[src/rtl/alu_md_pkg.sv]
// alu_md_pkg: shared encodings for the EX-stage ALU and the iterative
// multiply/divide unit.
//   - ALU op codes (4-bit alu_op)
//   - md_op codes (MULT/MULTU/DIV/DIVU)
//   - mul/div FSM state encoding
package alu_md_pkg;

  localparam logic [3:0] ALU_AND  = 4'b0000;
  localparam logic [3:0] ALU_OR   = 4'b0001;
  localparam logic [3:0] ALU_ADD  = 4'b0010;
  localparam logic [3:0] ALU_SLT  = 4'b0011;
  localparam logic [3:0] ALU_XOR  = 4'b0100;
  localparam logic [3:0] ALU_NOR  = 4'b0101;
  localparam logic [3:0] ALU_SUB  = 4'b0110;
  localparam logic [3:0] ALU_SLTU = 4'b0111;
  localparam logic [3:0] ALU_SLL  = 4'b1000;
  localparam logic [3:0] ALU_SRL  = 4'b1001;
  localparam logic [3:0] ALU_SRA  = 4'b1010;
  localparam logic [3:0] ALU_SLLV = 4'b1011;
  localparam logic [3:0] ALU_SRLV = 4'b1100;
  localparam logic [3:0] ALU_SRAV = 4'b1101;
  localparam logic [3:0] ALU_LUI  = 4'b1110;

  typedef enum logic [1:0] {
    MD_MULT  = 2'b00,
    MD_MULTU = 2'b01,
    MD_DIV   = 2'b10,
    MD_DIVU  = 2'b11
  } md_op_e;

  typedef enum logic [1:0] {
    ST_IDLE = 2'b00,
    ST_RUN  = 2'b01,
    ST_FIN  = 2'b10
  } md_state_e;

endpackage

[src/rtl/alu_md_if.sv]
// alu_md_if: EX-stage bus between the pipeline controller and alu_md.
//   ALU:    alu_op, input_1, input_2, shamt -> alu_result, zero, more0, overflow
//   MD:     md_start, md_op                 -> md_busy, md_done
//   Moves:  hi_we, lo_we (write input_1)    -> hi, lo
// master = controller side, slave = alu_md.
interface alu_md_if #(
  parameter int WIDTH   = 32,
  parameter int SHAMT_W = 5
);
  logic [3:0]         alu_op;
  logic [WIDTH-1:0]   input_1;
  logic [WIDTH-1:0]   input_2;
  logic [SHAMT_W-1:0] shamt;
  logic [WIDTH-1:0]   alu_result;
  logic               zero;
  logic               more0;
  logic               overflow;
  logic               md_start;
  logic [1:0]         md_op;
  logic               hi_we;
  logic               lo_we;
  logic               md_busy;
  logic               md_done;
  logic [WIDTH-1:0]   hi;
  logic [WIDTH-1:0]   lo;

  modport master (
    output alu_op, input_1, input_2, shamt, md_start, md_op, hi_we, lo_we,
    input  alu_result, zero, more0, overflow, md_busy, md_done, hi, lo
  );

  modport slave (
    input  alu_op, input_1, input_2, shamt, md_start, md_op, hi_we, lo_we,
    output alu_result, zero, more0, overflow, md_busy, md_done, hi, lo
  );
endinterface

[src/rtl/alu_md_iter.sv]
// md_iter: iterative multiply/divide datapath with its step counter.
//   clk, reset_n     clock, synchronous active-low reset
//   start, op, a, b  request; taken whenever the unit is not in RUN
//   busy, done       registered handshake outputs
//   wr               high during the last RUN cycle; res_hi/res_lo are the
//                    final HI/LO values to capture on that edge
//
// state | meaning
// IDLE  | waiting for start
// RUN   | one shift-add / restoring-subtract step per cycle, WIDTH cycles
// FIN   | HI/LO just updated, done=1; a new start is accepted here
module md_iter
  import alu_md_pkg::*;
#(
  parameter int WIDTH   = 32,
  parameter int SHAMT_W = 5
) (
  input  logic             clk,
  input  logic             reset_n,
  input  logic             start,
  input  md_op_e           op,
  input  logic [WIDTH-1:0] a,
  input  logic [WIDTH-1:0] b,
  output logic             busy,
  output logic             done,
  output logic             wr,
  output logic [WIDTH-1:0] res_hi,
  output logic [WIDTH-1:0] res_lo
);

  localparam logic [SHAMT_W-1:0] CNT_LOAD = SHAMT_W'(WIDTH - 1);

  md_state_e          state;
  logic [SHAMT_W-1:0] cnt;
  logic               is_div;
  logic               neg_res;
  logic               neg_rem;
  logic               div_zero;
  logic [WIDTH-1:0]   a_raw;
  // m_op: multiplicand (mul) or divisor (div) magnitude.
  // p_hi/p_lo: partial product, or remainder/quotient for divide.
  logic [WIDTH-1:0]   m_op;
  logic [WIDTH-1:0]   p_hi;
  logic [WIDTH-1:0]   p_lo;

  logic               signed_op;
  logic               a_neg;
  logic               b_neg;
  logic [WIDTH-1:0]   a_mag;
  logic [WIDTH-1:0]   b_mag;

  logic [WIDTH:0]     mul_sum;
  logic [WIDTH:0]     div_sh;
  logic [WIDTH:0]     div_diff;
  logic               borrow;
  logic [WIDTH-1:0]   step_hi;
  logic [WIDTH-1:0]   step_lo;
  logic [2*WIDTH-1:0] prod;
  logic [2*WIDTH-1:0] prod_c;

  assign signed_op = (op == MD_MULT) || (op == MD_DIV);
  assign a_neg     = signed_op & a[WIDTH-1];
  assign b_neg     = signed_op & b[WIDTH-1];
  assign a_mag     = a_neg ? -a : a;
  assign b_mag     = b_neg ? -b : b;

  assign mul_sum  = {1'b0, p_hi} + (p_lo[0] ? {1'b0, m_op} : '0);
  assign div_sh   = {p_hi, p_lo[WIDTH-1]};
  assign div_diff = div_sh - {1'b0, m_op};
  assign borrow   = div_diff[WIDTH];

  always_comb begin
    step_hi = mul_sum[WIDTH:1];
    step_lo = {mul_sum[0], p_lo[WIDTH-1:1]};
    if (is_div) begin
      step_hi = borrow ? div_sh[WIDTH-1:0] : div_diff[WIDTH-1:0];
      step_lo = {p_lo[WIDTH-2:0], ~borrow};
    end
  end

  assign prod   = {step_hi, step_lo};
  assign prod_c = neg_res ? -prod : prod;

  always_comb begin
    res_hi = prod_c[2*WIDTH-1:WIDTH];
    res_lo = prod_c[WIDTH-1:0];
    if (is_div) begin
      if (div_zero) begin
        // The iteration still runs its full length; its result is discarded.
        res_hi = a_raw;
        res_lo = '1;
      end else begin
        res_hi = neg_rem ? -step_hi : step_hi;
        res_lo = neg_res ? -step_lo : step_lo;
      end
    end
  end

  assign wr = (state == ST_RUN) && (cnt == '0);

  always_ff @(posedge clk) begin
    if (!reset_n) begin
      state    <= ST_IDLE;
      cnt      <= '0;
      busy     <= 1'b0;
      done     <= 1'b0;
      is_div   <= 1'b0;
      neg_res  <= 1'b0;
      neg_rem  <= 1'b0;
      div_zero <= 1'b0;
      a_raw    <= '0;
      m_op     <= '0;
      p_hi     <= '0;
      p_lo     <= '0;
    end else begin
      done <= 1'b0;
      case (state)
        ST_IDLE, ST_FIN: begin
          if (start) begin
            is_div   <= op[1];
            neg_res  <= a_neg ^ b_neg;
            neg_rem  <= op[1] & a_neg;
            div_zero <= op[1] && (b == '0);
            a_raw    <= a;
            m_op     <= op[1] ? b_mag : a_mag;
            p_hi     <= '0;
            p_lo     <= op[1] ? a_mag : b_mag;
            cnt      <= CNT_LOAD;
            busy     <= 1'b1;
            state    <= ST_RUN;
          end else begin
            state <= ST_IDLE;
          end
        end
        ST_RUN: begin
          p_hi <= step_hi;
          p_lo <= step_lo;
          if (cnt == '0) begin
            busy  <= 1'b0;
            done  <= 1'b1;
            state <= ST_FIN;
          end else begin
            cnt <= cnt - 1'b1;
          end
        end
        default: state <= ST_IDLE;
      endcase
    end
  end

endmodule

[src/rtl/alu_md.sv]
// alu_md: EX-stage ALU with iterative multiply/divide and HI/LO registers.
//   clk, reset_n  clock, synchronous active-low reset
//   bus           alu_md_if.slave: combinational ALU (result + zero/more0/
//                 overflow flags), md_start/md_op -> md_busy/md_done,
//                 hi_we/lo_we moves from input_1, hi/lo register outputs
module alu_md
  import alu_md_pkg::*;
#(
  parameter int WIDTH   = 32,
  parameter int SHAMT_W = 5
) (
  input logic     clk,
  input logic     reset_n,
  alu_md_if.slave bus
);

  logic [WIDTH-1:0]   a;
  logic [WIDTH-1:0]   b;
  logic [WIDTH-1:0]   sum;
  logic [WIDTH-1:0]   diff;
  logic [SHAMT_W-1:0] vshamt;
  logic [WIDTH-1:0]   result;
  logic               ovf;
  logic [WIDTH-1:0]   hi_q;
  logic [WIDTH-1:0]   lo_q;
  logic [WIDTH-1:0]   res_hi;
  logic [WIDTH-1:0]   res_lo;
  logic               md_busy;
  logic               md_done;
  logic               md_wr;
  logic               take_move;

  assign a      = bus.input_1;
  assign b      = bus.input_2;
  assign sum    = a + b;
  assign diff   = a - b;
  assign vshamt = a[SHAMT_W-1:0];

  always_comb begin
    result = '0;
    ovf    = 1'b0;
    case (bus.alu_op)
      ALU_AND:  result = a & b;
      ALU_OR:   result = a | b;
      ALU_XOR:  result = a ^ b;
      ALU_NOR:  result = ~(a | b);
      ALU_ADD: begin
        result = sum;
        ovf    = (a[WIDTH-1] == b[WIDTH-1]) && (sum[WIDTH-1] != a[WIDTH-1]);
      end
      ALU_SUB: begin
        result = diff;
        ovf    = (a[WIDTH-1] != b[WIDTH-1]) && (diff[WIDTH-1] != a[WIDTH-1]);
      end
      ALU_SLT:  result = {{(WIDTH-1){1'b0}}, $signed(a) < $signed(b)};
      ALU_SLTU: result = {{(WIDTH-1){1'b0}}, a < b};
      ALU_SLL:  result = b << bus.shamt;
      ALU_SRL:  result = b >> bus.shamt;
      ALU_SRA:  result = $unsigned($signed(b) >>> bus.shamt);
      ALU_SLLV: result = b << vshamt;
      ALU_SRLV: result = b >> vshamt;
      ALU_SRAV: result = $unsigned($signed(b) >>> vshamt);
      ALU_LUI:  result = b << (WIDTH / 2);
      default:  result = '0;
    endcase
  end

  assign bus.alu_result = result;
  assign bus.overflow   = ovf;
  assign bus.zero       = (a == b);
  assign bus.more0      = !a[WIDTH-1] && (a != '0);

  md_iter #(
    .WIDTH  (WIDTH),
    .SHAMT_W(SHAMT_W)
  ) u_md_iter (
    .clk    (clk),
    .reset_n(reset_n),
    .start  (bus.md_start),
    .op     (md_op_e'(bus.md_op)),
    .a      (a),
    .b      (b),
    .busy   (md_busy),
    .done   (md_done),
    .wr     (md_wr),
    .res_hi (res_hi),
    .res_lo (res_lo)
  );

  // Moves are dropped while iterating and when a start is taken in the same
  // cycle; md_wr only occurs while busy, so it never collides with a move.
  assign take_move = !md_busy && !bus.md_start;

  always_ff @(posedge clk) begin
    if (!reset_n) begin
      hi_q <= '0;
      lo_q <= '0;
    end else if (md_wr) begin
      hi_q <= res_hi;
      lo_q <= res_lo;
    end else if (take_move) begin
      if (bus.hi_we) hi_q <= a;
      if (bus.lo_we) lo_q <= a;
    end
  end

  assign bus.hi      = hi_q;
  assign bus.lo      = lo_q;
  assign bus.md_busy = md_busy;
  assign bus.md_done = md_done;

endmodule

[src/flat_wrapper.sv]
// flat-port wrapper written by rule: the top's interface ports become plain ports
module alu_md_flat import alu_md_pkg::*;
#(
  parameter int WIDTH   = 32,
  parameter int SHAMT_W = 5
)
  (clk, reset_n, bus_alu_op, bus_input_1, bus_input_2, bus_shamt, bus_md_start, bus_md_op, bus_hi_we, bus_lo_we, bus_alu_result, bus_zero, bus_more0, bus_overflow, bus_md_busy, bus_md_done, bus_hi, bus_lo);
  alu_md_if #(.WIDTH(WIDTH), .SHAMT_W(SHAMT_W)) bus_i ();
  input logic clk;
  input logic reset_n;
  input wire logic [$bits(bus_i.alu_op)-1:0] bus_alu_op;
  input wire logic [$bits(bus_i.input_1)-1:0] bus_input_1;
  input wire logic [$bits(bus_i.input_2)-1:0] bus_input_2;
  input wire logic [$bits(bus_i.shamt)-1:0] bus_shamt;
  input wire logic [$bits(bus_i.md_start)-1:0] bus_md_start;
  input wire logic [$bits(bus_i.md_op)-1:0] bus_md_op;
  input wire logic [$bits(bus_i.hi_we)-1:0] bus_hi_we;
  input wire logic [$bits(bus_i.lo_we)-1:0] bus_lo_we;
  output wire logic [$bits(bus_i.alu_result)-1:0] bus_alu_result;
  output wire logic [$bits(bus_i.zero)-1:0] bus_zero;
  output wire logic [$bits(bus_i.more0)-1:0] bus_more0;
  output wire logic [$bits(bus_i.overflow)-1:0] bus_overflow;
  output wire logic [$bits(bus_i.md_busy)-1:0] bus_md_busy;
  output wire logic [$bits(bus_i.md_done)-1:0] bus_md_done;
  output wire logic [$bits(bus_i.hi)-1:0] bus_hi;
  output wire logic [$bits(bus_i.lo)-1:0] bus_lo;
  assign bus_i.alu_op = bus_alu_op;
  assign bus_i.input_1 = bus_input_1;
  assign bus_i.input_2 = bus_input_2;
  assign bus_i.shamt = bus_shamt;
  assign bus_i.md_start = bus_md_start;
  assign bus_i.md_op = bus_md_op;
  assign bus_i.hi_we = bus_hi_we;
  assign bus_i.lo_we = bus_lo_we;
  assign bus_alu_result = bus_i.alu_result;
  assign bus_zero = bus_i.zero;
  assign bus_more0 = bus_i.more0;
  assign bus_overflow = bus_i.overflow;
  assign bus_md_busy = bus_i.md_busy;
  assign bus_md_done = bus_i.md_done;
  assign bus_hi = bus_i.hi;
  assign bus_lo = bus_i.lo;
  alu_md #(.WIDTH(WIDTH), .SHAMT_W(SHAMT_W)) u_core (.clk(clk), .reset_n(reset_n), .bus(bus_i));
endmodule
[config.mk]
export PLATFORM = sky130hd
export DESIGN_NAME = alu_md_flat
export DESIGN_NICKNAME = d
export VERILOG_FILES = /design/src/rtl/alu_md_pkg.sv /design/src/rtl/alu_md_if.sv /design/src/rtl/alu_md_iter.sv /design/src/rtl/alu_md.sv /design/src/flat_wrapper.sv
export SDC_FILE = /design/constraint.sdc
export NUM_CORES = 2
export LEC_CHECK = 0
export CORE_ASPECT_RATIO = 2
export CORE_UTILIZATION = 25
export CTS_BUF_LIST = sky130_fd_sc_hd__clkbuf_16
export CTS_CLUSTER_SIZE = 25
export DETAILED_ROUTE_END_ITERATION = 6
export PLACE_DENSITY = 0.51
export REMOVE_ABC_BUFFERS = 1
export SKIP_CTS_REPAIR_TIMING = 1
export SYNTH_ARGS = -nofsm -noshare
export SYNTH_HDL_FRONTEND = slang
export SYNTH_HIERARCHICAL = 1
export SYNTH_SLANG_ARGS = --single-unit
[constraint.sdc]
create_clock -name clk -period 15.35 [get_ports clk]
set_clock_uncertainty 0.2 [all_clocks]
set_input_delay 1.535 -clock clk [delete_from_list [all_inputs] [get_ports clk]]
set_output_delay 1.535 -clock clk [all_outputs]
set_load 0.01 [all_outputs]
Word-level counts from Yosys, hierarchy flattened
Index checks and enable logic that the tools add are counted.
{"block": "word_totals", "inputBits": 80, "reg_bits": 205}
{"block": "classes", "eq_ne": 25, "n_mux": 37, "addsub": 10, "n_reduce_logical": 28, "order_cmp": 2, "shifts": 6, "bitwise_logic": 9}
{"operator": "$mux W32", "count": 22}
{"operator": "$pmux W32 S15", "count": 1}
{"operator": "$neg A32 Y32", "count": 4}
{"operator": "$pmux W32 S2", "count": 2}
{"operator": "$lt A32 B32 Y1", "count": 2}
{"operator": "$mux W64", "count": 1}
{"operator": "$neg A64 Y64", "count": 1}
{"operator": "$shl A32 B5 Y32", "count": 2}
{"operator": "$shr A32 B5 Y32", "count": 2}
{"operator": "$sshr A32 B5 Y32", "count": 2}
{"operator": "$add A32 B32 Y33", "count": 1}
{"operator": "$sub A33 B32 Y33", "count": 1}
{"operator": "$add A32 B32 Y32", "count": 1}
{"operator": "$and A32 B32 Y32", "count": 1}
{"operator": "$eq A32 B32 Y1", "count": 1}
{"operator": "$logic_not A32 Y1", "count": 1}
{"operator": "$not A32 Y32", "count": 1}
{"operator": "$or A32 B32 Y32", "count": 1}
{"operator": "$reduce_bool A32 Y1", "count": 1}
{"operator": "$sub A32 B32 Y32", "count": 1}
{"operator": "$xor A32 B32 Y32", "count": 1}
{"operator": "$eq A4 B4 Y1 const B", "count": 7}
{"operator": "$eq A4 B3 Y1 const B", "count": 4}
{"operator": "$mux W5", "count": 2}
{"operator": "27 further kinds", "count": 54}

Longest topological paths before layout
{"block": "logic_depth", "ltp_word": 8, "mapped_depth": 28, "depth_no_buf": 25}

Modules after synthesis
The synthesis kept the hierarchy.
{"module": "md_iter", "instances": 1, "cells_per_inst": 2237, "area_each_um2": 15451.1, "seq_area_each_um2": 2822.7}
{"module": "alu_md", "instances": 1, "cells_per_inst": 1913, "area_each_um2": 13958.4, "seq_area_each_um2": 1281.2}

Least setup slack after synthesis
Ideal clock, no wire load.
{"block": "synth_path", "kind": "input-to-output", "startpoint": "input bus_input_2[8]", "endpoint": "output bus_alu_result[29]", "setup_slack_ps": 9345, "stages": 13, "n_path_buf": 2, "t_arrival_ps": 4270, "required_time_ps": 13615, "cell_sequence": "clkbuf_1 inv_1 ha_1 clkbuf_1 and3_1 o21a_1 a311oi_1 o211ai_1 and4b_1 o41ai_2 o21bai_1 or4b_1 o211ai_1"}
{"block": "synth_between", "elab_chain_len": 2, "elab_cells_between_ends": 9, "cone_classes": "2 x add/sub; 6 x shift; 1 x mux"}
{"element": "from (decl)", "line": "flat_wrapper.sv:13", "source": "input wire logic [$bits(bus_i.input_2)-1:0] bus_input_2;"}
{"element": "$sub A32 B32 Y32, or another cell as far along", "line": "alu_md.sv:36", "source": "assign diff = a - b;"}
{"element": "$pmux W32 S15 *", "line": "alu_md.sv:42", "source": "case (bus.alu_op)"}
{"element": "to (decl)", "line": "flat_wrapper.sv:19", "source": "output wire logic [$bits(bus_i.alu_result)-1:0] bus_alu_result;"}
Every way passes the cells marked *; elsewhere a longest branch is shown, timed or not.

Worst setup path after layout
{"block": "layout_path", "startpoint": "input bus_alu_op[3]", "endpoint": "output bus_alu_result[5]"}
{"block": "layout_between", "elab_chain_len": 2, "elab_cells_between_ends": 16, "cone_classes": "14 x eq/ne; 1 x mux; 1 x reduce/logical"}
{"element": "from (decl)", "line": "flat_wrapper.sv:11", "source": "input wire logic [$bits(bus_i.alu_op)-1:0] bus_alu_op;"}
{"element": "$eq A4 B4 Y1, or another cell as far along", "line": "alu_md.sv:42"}
{"element": "$pmux W32 S15 *", "line": "alu_md.sv:42"}
Marked as above.

==> impl.org <==
** Worst setup path
- Critical-path top delay cell :: clkdlybuf4s50_1
- Critical path's top delay family :: buffers and inverters
- The startpoint identified for the worst register-to-register timing path is u_core/u_md_iter/p_lo[31].
- Crit path top cell by count :: clkdlybuf4s50_1
- CP max FO :: 38
- Counting both buffers and inverters, the worst setup path holds a total of 3.
- On the worst path, the slowest cell contributes a delay of 1.04 ns.
- Cell depth of the worst flop-to-flop path :: 25
- By startpoint and endpoint, the worst setup path is classified as in -> out.
- WP data arrival :: 7.27 ns
- Reg-to-Reg End :: u_core/bus.hi[28]
- Walking the worst path, the cells encountered are clkdlybuf4s50_1, nand4b_1, mux2i_4, buf_4, mux4_2, mux2i_1, a21oi_1, a221oi_1, nand4_1, clkdlybuf4s50_1.
- STA classifies the critical path startpoint as an input port.
- Worst path required time :: 13.62 ns
- For flop-to-flop paths, the worst setup slack is 7.15 ns.
- Crit end category :: primary output

** Synthesis
- Number of warning messages in the yosys log :: 6
- Area of the mapped netlist :: 0.0294 mm2
- Post-synthesis cell count :: 4,150
- Among all flip-flop cells after synthesis, the most frequent one is dfxtp_1.
- Flip-flop and latch count after synthesis :: 205
- Share of async-settable or async-resettable flops after synthesis :: 0%
- The share of the Yosys chip area taken by registers is 14.0%.
- Unique masters post-synth :: 121
- Mean Syn Cell Area :: 7.09 um2
- Counting flops with a built-in enable in the synthesized netlist gives 0.

** Route
- Final wirelength :: 170 mm
- For this run, design rule violations remaining after detail routing come to 0.
- Via count normalized by instance count :: 5.86
- First DRT Iteration DRCs :: 2,664
- Total iterations of the first detailed-routing run :: 5
- Average routed wire per standard cell :: 29.7 um
- In this run the remaining antenna-violating nets after routing total 0.
- Number of vias in the routed layout :: 33,500

** Floorplanning
- The floorplan step set the die width to 245 um.
- Core Area :: 0.116 mm2
- For this configuration, the core starts out at a cell density of 25.2%.
- The die covers 0.119 mm2.
- Number of standard-cell rows in the floorplan :: 177
- Height of the chip :: 487 um
- Boundary pin count :: 181

** Layout
- Layout cell share with drive strength beyond 1 :: 8.45%
- Post-route design area :: 0.0337 mm2
- Fill cell count :: 13,000
- Final-stage net count :: 4,429
- Post-Route Utilization :: 29.0%
- Compared with the post-synthesis result, the final layout area differs by 14.7%.

** Clock tree
- Clk Latency, worst-skew pair :: 0.57 ns
- TritonCTS built the clock tree.
- Root Buffer Master :: clkbuf_16
- Clock-pin slew reported for the worst setup and hold paths after clock tree synthesis :: 0.06 ns
- Bufs on Longest Clock Path :: 3
- Clock Sinks :: 205
- Cts bufs inserted :: 20
- H-tree levels :: 1

** Power
- The clock network is responsible for 24.1% of the overall power.
- Overall power consumption after layout is estimated at 2.50 mW.
- Internal power comes to 1.35 mW.
- Combinational cell fraction of total power :: 51.8%
- P_sw :: 1.16 mW
- In this run the static leakage power is 13.0 nW.
- Proportion of total power due to net switching :: 46.2%
- Max rail drop VDD :: 0.0601 mV
- Portion of total power attributed to sequential cells :: 24.1%
- For this design the ratio of total power to cell area is 74.2 mW/mm2.

** Place
- Count of buffers from port buffering :: 180
- The congestion estimate from routability-driven global placement came to 1.07.
- The placed instances occupy a cell area of 0.0330 mm2.
- HPWL Detailed :: 130 mm
- Worst-case setup slack after placement :: 6.67 ns

** GRT
- Global routing usage summed across all routing layers :: 27.7%
- Number of global-route vias before repair :: 33,600
- Global-route wire length before repair :: 239 mm
- The number of antenna violations at the first check in global routing was 11.
- Entering global routing, the biggest net connects 85 pins.
- Total global routing overflow :: 0

** Hold path
- The worst hold path terminates at u_core/u_md_iter/a_raw[27].
- Worst min path class :: reg -> reg
- The worst hold path passes through 2 cells.
- Start point of the worst hold path :: u_core/u_md_iter/a_raw[27]

** Timing
- Period Utilization, post-route :: 58.7%
- RSZ-0062 raised after global routing :: no
- Fin Setup TNS :: 0 ns
- At the pin with the least slew margin, the transition time is 1.38 ns.
- In this run the tightest slew margin relative to its limit is 7.84%.
- After layout, the worst setup slack is 6.34 ns.
- Hold violation count in the final report :: 0
- Pins Over Slew Limit :: 0
- The worst path needs 9.01 ns of the cycle, external delays included.
- Max Fclk :: 111 MHz
- Setup violations remaining at the end of the flow were counted as 0.

** Run
- Number of maximum-capacitance violations :: 0

** Run status
- Result of the run :: complete, no violations
## cell usage in the layout (no fill, tap or decap), types with 12 or more instances in the layout
cell / synthesis / routed
a211oi_1: 72 / 71
a21o_1: 32 / 32
a21oi_1: 370 / 369
a221o_1: 22 / 22
a221oi_1: 43 / 43
a22oi_1: 43 / 43
a31oi_1: 27 / 27
a32oi_1: 15 / 15
and2_1: 118 / 118
and3_1: 23 / 23
buf_4: 12 / 144
clkbuf_16: 0 / 21
clkdlybuf4s50_1: 0 / 178
dfxtp_1: 205 / 203
ha_1: 168 / 168
inv_1: 160 / 161
mux2_2: 28 / 28
mux2i_1: 255 / 251
mux4_2: 45 / 45
nand2_1: 546 / 546
nand2b_1: 40 / 39
nand3_1: 96 / 96
nand4_1: 26 / 26
nor2_1: 382 / 378
nor2b_1: 29 / 27
nor3_1: 110 / 106
nor4_1: 32 / 30
o211ai_1: 72 / 72
o21a_1: 22 / 22
o21ai_0: 249 / 247
o21ai_1: 11 / 12
o21bai_1: 17 / 17
o221ai_1: 23 / 23
o22ai_1: 20 / 20
o31ai_1: 41 / 41
o41ai_1: 15 / 15
or2_2: 16 / 16
or3_1: 31 / 31
xnor2_1: 131 / 131
xor2_1: 70 / 70
## cells in the mapped netlist (45+ instances only)
library cell    n  area (um2)
o21ai_0       249        1250
o211ai_1       72         541
and2_1        118         738
ha_1          168        2100
nand3_1        96         480
a211oi_1       72         541
clkbuf_1      221         830
nor2_1        382        1430
nor3_1        110         551
dfxtp_1       205        4100
xnor2_1       131        1150
inv_1         160         601
nand2_1       546        2050
mux4_2         45        1010
mux2i_1       255        2550
a21oi_1       370        1850
xor2_1         70         613
## layer usage
layer | routed length, um | share of wire [%] | vias to the layer above | GRT usage [%]
li1 | - | - | 15200 | -
met1 | 55100 | 32 | 16100 | 25.9
met2 | 86100 | 51 | 1574 | 50.4
met3 | 8990 | 5.3 | 657 | 3.97
met4 | 19800 | 12 | 12 | 28.0
met5 | 79 | 0.046 | - | 0
## power by group through the flow
stage	Combinational (mW)	Sequential [mW]	Clock [mW]
after floorplan	0.720	0.615	0
after global placement	1.25	0.615	0
after detailed placement	1.25	0.615	0
after CTS	1.26	0.603	0.615
after global routing	1.37	0.609	0.627
final	1.30	0.603	0.602
## how the worst max path moves through the flow
stage / end / start / depth (start not counted)
final: bus_alu_result[5] / bus_alu_op[3] / 10
after global routing: bus_alu_result[27] / bus_alu_op[2] / 11
after CTS: bus_alu_result[5] / bus_alu_op[3] / 10
after detailed placement: bus_alu_result[5] / bus_alu_op[3] / 10
after global placement: bus_alu_result[26] / bus_input_1[4] / 14
after floorplan: u_core/bus.hi[20] / u_core/u_md_iter/is_div / 16
## final cells by class
type / count / area (um2) / share of cell area (%)
sequential: 205 / 4110 / 12.2
clock inverter: 14 / 209 / 0.619
inverter: 163 / 614 / 1.82
antenna: 7 / 17.5 / 0.0519
tap: 1521 / 1900 / 5.64
clock buffer: 21 / 526 / 1.56
multi-input combinational: 3462 / 23500 / 69.6
timing repair buffer: 325 / 2880 / 8.54
## metrics by stage
stage / hold WS (ns) / cells
CTS: 0.259 / 5710
global placement: 0.238 / 5674
global route: 0.270 / 5712
floorplan: 0.231 / 3830
finish: 0.257 / 5718
detailed placement: 0.245 / 5675
## worst register-to-register path, cell delays in order (launching register included)
cell and delay [ns]:
dfxtp_1 0.33, inv_1 0.36, ha_1 0.27, inv_1 0.06, fa_1 0.42, a211oi_1 0.38, o211ai_1 0.26, a21oi_2 0.19
buf_4 0.17, a2111o_1 0.22, o211a_1 0.16, buf_4 0.42, mux2i_1 0.26, mux2i_1 0.50, ha_1 0.36, nand2_1 0.10
o41ai_1 0.36, o22ai_1 0.28, or4_1 0.64, nor4_2 0.78, and4bb_1 0.36, mux2_1 0.33, a211o_1 0.33, nand2_1 0.07
o21ai_0 0.09, and2_1 0.19
## logic make-up (layout without fill, tap and decap cells)
family	Yosys count	after routing	share of synthesized area (%)
other	0	7	0
adders and majority gates	172	172	7.42
muxes	339	339	13.9
xor gates and xnor gates	201	201	5.99
DFF	205	205	14.0
and+or+nand+nor	1519	1519	24.4
AOI/OAI and AO/OA	1231	1231	27.6
buffers and inverters	483	523	6.76
## flip-flops by register name (all words and copies together) (netlist names)
name	flops
u_core/u_md_iter/is_div	1
u_core/u_md_iter/neg_rem	1
u_core/u_md_iter/neg_res	1
u_core/u_md_iter/a_raw	32
u_core/u_md_iter/m_op	32
u_core/u_md_iter/state	2
u_core/u_md_iter/p_lo	32
u_core/u_md_iter/div_zero	1
u_core/u_md_iter/busy	1
u_core/u_md_iter/done	1
u_core/u_md_iter/p_hi	32
u_core/bus.hi	32
u_core/u_md_iter/cnt	5
u_core/bus.lo	32
Power figures use the tool's default switching activity.
==> variant: new RTL, same flow settings <==
`SHAMT_W` is set to 5 in 4 places; all go to 7.
--- a/src/rtl/alu_md_if.sv
+++ b/src/rtl/alu_md_if.sv
@@ -5,7 +5,7 @@
 // master = controller side, slave = alu_md.
 interface alu_md_if #(
   parameter int WIDTH   = 32,
-  parameter int SHAMT_W = 5
+  parameter int SHAMT_W = 7
 );
   logic [3:0]         alu_op;
   logic [WIDTH-1:0]   input_1;
--- a/src/rtl/alu_md_iter.sv
+++ b/src/rtl/alu_md_iter.sv
@@ -13,7 +13,7 @@
   import alu_md_pkg::*;
 #(
   parameter int WIDTH   = 32,
-  parameter int SHAMT_W = 5
+  parameter int SHAMT_W = 7
 ) (
   input  logic             clk,
   input  logic             reset_n,
--- a/src/rtl/alu_md.sv
+++ b/src/rtl/alu_md.sv
@@ -7,7 +7,7 @@
   import alu_md_pkg::*;
 #(
   parameter int WIDTH   = 32,
-  parameter int SHAMT_W = 5
+  parameter int SHAMT_W = 7
 ) (
   input logic     clk,
   input logic     reset_n,
--- a/src/flat_wrapper.sv
+++ b/src/flat_wrapper.sv
@@ -2,7 +2,7 @@
 module alu_md_flat import alu_md_pkg::*;
 #(
   parameter int WIDTH   = 32,
-  parameter int SHAMT_W = 5
+  parameter int SHAMT_W = 7
 )
   (clk, reset_n, bus_alu_op, bus_input_1, bus_input_2, bus_shamt, bus_md_start, bus_md_op, bus_hi_we, bus_lo_we, bus_alu_result, bus_zero, bus_more0, bus_overflow, bus_md_busy, bus_md_done, bus_hi, bus_lo);
   alu_md_if #(.WIDTH(WIDTH), .SHAMT_W(SHAMT_W)) bus_i ();
Interface: changed (resized bus_shamt); port bits go from 181 to 183. The function was not compared with the original's and may differ.
==> variant against the unedited design <==
Utilization fell by 0.13 points; count of clock-buffer cells in the layout did not move; final area rose by 0.88%; via count rose by 4.4%; critical endpoint is now bus_alu_result[29]; largest power group unchanged; largest cell class unchanged; total power fell by 3.2%; final cell count rose by 1.8%; sequential cell count rose by 2; synthesized cell count rose by 2.5%; the flow now finishes with violations (DRC, capacitance limit, slew limit); first-iteration DRC count rose by 7.5%; worst setup slack got worse by 0.68 ns; area after synthesis rose by 1.4%; wire length rose by 8.6%.
==> variant: results <==
[run_status]
status = finished with violations
violations = DRC, capacitance limit, slew limit

[clock_network]
clk-insertion-delay-late_ns = 0.59
path_clk_slew_ns = 0.08

[layout]
final_layout_size_suffix_gt1_share_pct = 7.490
n_fill_cell = 13110
fin_nets = 4526

[timing]
holdWs_ns = 0.2668
tightestPinTransition_ns = 1.615
slew_viol_final = 9

[grt]
met2_usage_pct = 53.24
grt_use_met1_pct = 26.93
groute.usage.overall_pct = 29.79
grt_max_degree = 76
grt_pass1_wl_um = 258800

[worst_setup_path]
setup.worst_path.end = bus_alu_result[29]
crit_start = bus_alu_op[2]
worst-path-max-fanout = 35
ff2ff_path_depth = 23
cpPeakStageDelay_ns = 1.08
reg2reg_slack_ns = 6.77
worstPathArrival_ns = 7.96
r2r-end = u_core/bus.hi[26]

[placement]
io_buffer_count = 182
place_area_um2 = 33360
dp.cells = 5778
dp_slack_ns = 6.266
dp_hpwl_um = 141300

[route]
drt-total-wl_um = 184700
dr_wl_met3_um = 10420
dr.pass1.iters = 7
routed_via_density = 6.012
drc = 2
wl_met1_um = 58560
vias = 35000

[job]
drv_cap = 4

[synthesis]
synth_cell_types = 111
yosys-top-cells-count = nand2_1, nor2_1, a21oi_1
synth_xor_xnor_area_share_pct = 5.490
synth_area_leaders = dfxtp_1, mux2i_1, ha_1
synth-compound-area-share_pct = 31.63
synth_adder_area_share_pct = 7.314
synthCells = 4253
seq_area_frac_synth_pct = 13.89
synthMuxAreaShare_pct = 11.33

[power_and_ir_drop]
power_density_nw_per_um2 = 71.17
p_clk_w = 0.000525
swShare_pct = 48.44
p_leak_nw = 12.93

[min_path]
hold_start = u_core/u_md_iter/neg_rem
variant: cell count changes in the layout (fill, tap and decap cells not counted), moves of 16 or more:
| cell | before | now |
|---|---|---|
| nor2b_1 | 27 | 47 |
| o22ai_1 | 20 | 56 |
| o21a_1 | 22 | 44 |
| mux2i_1 | 251 | 216 |
| a21oi_1 | 369 | 311 |
| a21boi_0 | 3 | 76 |
| and2_1 | 118 | 135 |
| mux4_2 | 45 | 24 |
| o21ai_0 | 247 | 263 |
| nand2_1 | 546 | 497 |
| nand3_1 | 96 | 78 |
variant: layout make-up:
| class | count | area [um^2] | area share, % |
|---|---|---|---|
| clock inverter | 15 | 83.83 | 0.2464 |
| multi-input combinational | 3546 | 23800 | 69.93 |
| inverter | 172 | 645.6 | 1.897 |
| tap | 1530 | 1914 | 5.626 |
| antenna | 6 | 15.01 | 0.04412 |
| clock buffer | 21 | 525.5 | 1.544 |
| sequential | 207 | 4149 | 12.19 |
| timing repair buffer | 325 | 2899 | 8.519 |
